==> config.mk <==
export PLATFORM = sky130hd
export DESIGN_NAME = ahb_rr_arbiter
export DESIGN_NICKNAME = d
export VERILOG_FILES = /design/src/rtl/ahb_rr_arbiter.sv
export SDC_FILE = /design/constraint.sdc
export NUM_CORES = 1
export LEC_CHECK = 0
export CAP_MARGIN = 15
export CORE_UTILIZATION = 50
export CTS_CLUSTER_SIZE = 12
export DETAILED_ROUTE_END_ITERATION = 8
export GPL_TIMING_DRIVEN = 0
export PLACE_DENSITY = 0.82
export SLEW_MARGIN = 20
export SYNTH_ARGS = -nofsm -noshare
export SYNTH_HDL_FRONTEND = slang
export SYNTH_SLANG_ARGS = --single-unit
==> constraint.sdc <==
create_clock -name clk -period 5.4 [get_ports clk]
set_input_delay 0.81 -clock clk [delete_from_list [all_inputs] [get_ports clk]]
set_output_delay 0.81 -clock clk [all_outputs]
set_load 0.005 [all_outputs]
==> src/rtl/ahb_rr_arbiter.sv <==
`default_nettype none
// ahb_rr_arbiter: round-robin AHB-Lite bus arbiter that holds the grant across fixed bursts and locked sequences.
// Revision: 1.0
module ahb_rr_arbiter #(
  parameter int NUM_MASTERS    = 4,
  parameter int DEFAULT_MASTER = 0,
  parameter int MW             = $clog2(NUM_MASTERS)
) (
  input  logic                   clk,
  input  logic                   rstn,
  input  logic [NUM_MASTERS-1:0] hbusreq,
  input  logic [NUM_MASTERS-1:0] hlock,
  input  logic [1:0]             htrans,
  input  logic [2:0]             hburst,
  input  logic                   hready,
  output logic [NUM_MASTERS-1:0] hgrant,
  output logic [MW-1:0]          hmaster,
  output logic                   hmastlock
);

  localparam logic [1:0] TR_IDLE   = 2'd0;
  localparam logic [1:0] TR_NONSEQ = 2'd2;
  localparam logic [1:0] TR_SEQ    = 2'd3;

  logic [4:0]               beats_left;
  logic [4:0]               beats_left_nxt;
  logic [MW-1:0]            gidx;
  logic [MW-1:0]            winner;
  logic [2*NUM_MASTERS-1:0] req_dbl;
  logic [NUM_MASTERS-1:0]   req_rot;
  logic                     locked;
  logic                     arb_ok;

  always_comb begin
    gidx = '0;
    for (int i = 0; i < NUM_MASTERS; i++)
      if (hgrant[i]) gidx = MW'(i);
  end

  always_comb begin
    beats_left_nxt = beats_left;
    if (hready) begin
      case (htrans)
        TR_NONSEQ: begin
          case (hburst)
            3'd2, 3'd3: beats_left_nxt = 5'd3;
            3'd4, 3'd5: beats_left_nxt = 5'd7;
            3'd6, 3'd7: beats_left_nxt = 5'd15;
            default:    beats_left_nxt = 5'd0;
          endcase
        end
        TR_SEQ:  if (beats_left != 5'd0) beats_left_nxt = beats_left - 5'd1;
        TR_IDLE: beats_left_nxt = 5'd0;
        default: beats_left_nxt = beats_left;
      endcase
    end
  end

  assign locked = hlock[gidx] | hmastlock;
  assign arb_ok = hready & ~locked & (beats_left_nxt == 5'd0);

  // req_rot[j] is the request of master (gidx+1+j) mod N, so the owner sits last.
  assign req_dbl = {hbusreq, hbusreq};
  assign req_rot = NUM_MASTERS'(req_dbl >> (32'(gidx) + 32'd1));

  always_comb begin
    winner = MW'(DEFAULT_MASTER);
    for (int j = NUM_MASTERS - 1; j >= 0; j--)
      if (req_rot[j]) winner = MW'((int'(gidx) + 1 + j) % NUM_MASTERS);
  end

  always_ff @(posedge clk or negedge rstn) begin
    if (!rstn) begin
      hgrant     <= NUM_MASTERS'(1) << DEFAULT_MASTER;
      hmaster    <= MW'(DEFAULT_MASTER);
      hmastlock  <= 1'b0;
      beats_left <= 5'd0;
    end else begin
      if (hready) begin
        beats_left <= beats_left_nxt;
        hmaster    <= gidx;
        hmastlock  <= hlock[gidx];
      end
      if (arb_ok)
        hgrant <= NUM_MASTERS'(1) << winner;
    end
  end

endmodule
`default_nettype wire

==> results by group <==
Status
  • Outcome: finished clean

Worst setup path
  • Worst setup endpoint: hgrant[1]$_DFFE_PN0P_
  • FF-to-FF Start: beats_left[0]$_DFFE_PN0P_
  • Crit path kind: input port to register
  • R2r setup slk: 2.73 ns
  • Setup crit end kind: register
  • FF-to-FF End: hgrant[1]$_DFFE_PN0P_
  • Worst EP required: 5.56 ns
  • Startpoint types: input port
  • Max FO, Critical Path: 8
  • CP arrival: 2.99 ns
  • CP Launch Point: htrans[0]
  • Cells on worst reg2reg path: 8

Placement
  • Port Buffers: 20
  • Final GP Congestion: 0.926
  • Detail Placement HPWL: 1.60 mm

STA
  • Minimum clock period: 2.83 ns
  • Slew headroom: 62.6%
  • Slew @ Worst Pin: 0.560 ns
  • Worst Hold Margin: 0.469 ns
  • RSZ-0062 raised after global routing: no
  • Hold Vio Cnt, Final: 0
  • Final Cycle Share: 52.3%
  • Setup TNS: 0 ns
  • Final Setup Violations: 0
  • Clk_skew: 0.0121 ns
  • Fmax: 0.354 GHz
  • Slew Limit Fails: 0

Clock network
  • Clk_lat worst skew: 0.28 ns
  • Total CTS buffers: 3
  • CTS H-Tree Depth: 1
  • Clock root buffer master: clkbuf_4
  • # Post-CTS Setup Buffers: 0
  • Reg clk slew, reported paths: 0.07 ns
  • PostCTS Resize Cnt: 0
  • Clk buf depth: 2
  • CTS tree: built
  • CTS sink cnt: 12
  • Post-CTS Hold Buffers: 0

Layout
  • Nets@finish: 135
  • P&R area growth vs syn: 30.4%
  • FF/Latch Area: 302 um2
  • ANT cells: 0
  • Fillcell total: 121
  • Share of layout cells above drive strength 1: 15.4%
  • Commonest non-fill, non-tap cell in the layout: clkdlybuf4s50_1
  • Multi-input gate area: 498 um2
  • Commonest cells after routing, fill and taps aside: clkdlybuf4s50_1 (20), dfrtp_1 (11), nand2_1 (10), nor2_1 (9)

Logic synthesis
  • Synth cell types: 31
  • Post-synthesis sequential area ratio: 35.7%
  • Post-Syn Instances: 93
  • Largest family of logic cells by synthesized area: simple AND/OR/NAND/NOR gates
  • Post-synthesis mux area share: 13.9%
  • Synth Area per Inst: 9.08 um2
  • YS warnings: 0
  • Synth Area in Compound Gates: 20.6%
  • Syn nets: 110
  • Netlist Area Pre-Place: 845 um2
  • Simple-gate share of the synthesized area: 23.0%
  • #FFs+latches synth: 12
  • Synth Area in Adders: 1.48%
  • Xor/xnor share of the synthesized area: 0%

Route
  • Routed wire length: 2.09 mm
  • Iter 0 DRT Violations: 23
  • Routed met2 length: 1.01 mm
  • Highest routed layer: met4
  • Routed met3 length: 127 um
  • Vias/cell: 6.13
  • Via count: 815
  • Drt drc: 0
  • Routed wire per std cell: 15.7 um
  • WL met1: 912 um
  • DRT antenna net count: 0
  • Total iterations of the first detailed-routing run: 4

Worst hold path
  • Hold crit path type: register to register

Die
  • Core area: 1540 um2
  • # rows: 14
  • # IOs: 23
  • Effective utilization at floorplan: 54.8%
  • Die Wd: 43.1 um
  • Die area: 1860 um2
  • Chip Height: 43.1 um

Global routing
  • Vias in the first global route: 766
  • Initial antenna violation count: 0
  • Overflow after GRT: 0
  • Global-route total usage across every layer: 24.8%
  • Largest net degree at the start of global routing: 13
  • First-pass GRT wire length: 3.44 mm

Power and ir drop
  • Cell area power density: 476 nW/um2
  • Leakage: 0.000448 uW
  • Peak supply drop: 0.306 mV

Run
  • Max Cap Violations: 0
cell families (layout without fill, tap and decap cells):
group                    after synthesis  count (layout)
AND/OR/NAND/NOR                       35              35
AO/OA/AOI/OAI                         26              26
flip-flops                            12              12
multiplexers                          11              11
buffers and inverters                  8              32
adder cells (fa/ha/maj)                1               1
layer usage:
layer	vias to the layer above	GRT usage, %
met2	37	41.8
met4	0	7.27
met1	373	32.4
li1	398	-
met3	7	3.83
met5	-	0
synth_stat cells:
master	count	area share (%)
a21oi_1	7	4.1
a221oi_1	1	1.0
a2bb2oi_1	1	1.0
a311o_1	1	1.2
a32o_1	1	1.2
and3b_1	1	1.0
buf_6	2	2.7
dfrtp_1	11	33
dfstp_2	1	3.1
ha_1	1	1.5
inv_1	6	2.7
mux2_2	6	8.0
mux2i_1	5	5.9
nand2_1	10	4.4
nand2b_1	1	0.74
nand3_1	3	1.8
nand3b_1	1	0.89
nor2_1	9	4.0
nor2b_1	3	2.2
nor3_1	3	1.8
nor3b_4	1	2.2
nor4_2	1	1.5
o211ai_1	2	1.8
o21ai_0	7	4.1
o221a_2	1	1.3
o221ai_1	1	1.0
o22ai_1	2	1.5
o32a_1	1	1.2
o32ai_1	1	1.0
or2_2	1	0.74
or4b_4	1	1.6
power by group:
part | total, uW | switching (uW) | internal [uW]
clock network | 73.3 | 32.3 | 41.1
registers | 165 | 37.4 | 127
logic | 286 | 136 | 150
total | 524 | 206 | 319
worst max-delay path: stages:
cell             delay (ns)
clkdlybuf4s50_1        0.60
and3b_1                0.24
o21ai_0                0.13
o211ai_1               0.21
nor4_2                 0.28
nor3b_4                0.34
mux2_2                 0.38
through the flow:
stage / utilization (%) / area [um2] / total power, uW / cells / setup WS, ns
detailed placement: 69.1 / 1060 / 448 / 129 / 2.33
finish: 71.4 / 1100 / 524 / 133 / 2.57
global route: 71.4 / 1100 / 562 / 133 / 2.47
CTS: 71.4 / 1100 / 523 / 133 / 2.59
global placement: 69.1 / 1060 / 433 / 129 / 2.36
floorplan: - / 845 / 339 / 93 / 3.01
flip-flops by register name (all words and copies together) (netlist names):
register,count
beats_left,5
hgrant,4
hmastlock,1
hmaster,2
worst min path at each step:
stage                                      from                    end  depth (start not counted)
after CTS                 hgrant[0]$_DFFE_PN1P_  hgrant[0]$_DFFE_PN1P_                          2
after floorplan           hgrant[0]$_DFFE_PN1P_  hgrant[0]$_DFFE_PN1P_                          2
after global routing      hgrant[0]$_DFFE_PN1P_  hgrant[0]$_DFFE_PN1P_                          2
after global placement    hgrant[0]$_DFFE_PN1P_  hgrant[0]$_DFFE_PN1P_                          2
final                     hgrant[0]$_DFFE_PN1P_  hgrant[0]$_DFFE_PN1P_                          2
after detailed placement  hgrant[0]$_DFFE_PN1P_  hgrant[0]$_DFFE_PN1P_                          2
final cells by class:
class,count,area share (%)
clock buffer,4,3.30
multi-input combinational,73,45.2
timing repair buffer,20,18.2
inverter,6,2.05
sequential,12,27.4
buffer,2,2.05
tap,16,1.82
Note: power is estimated with default switching activity, not from simulation.
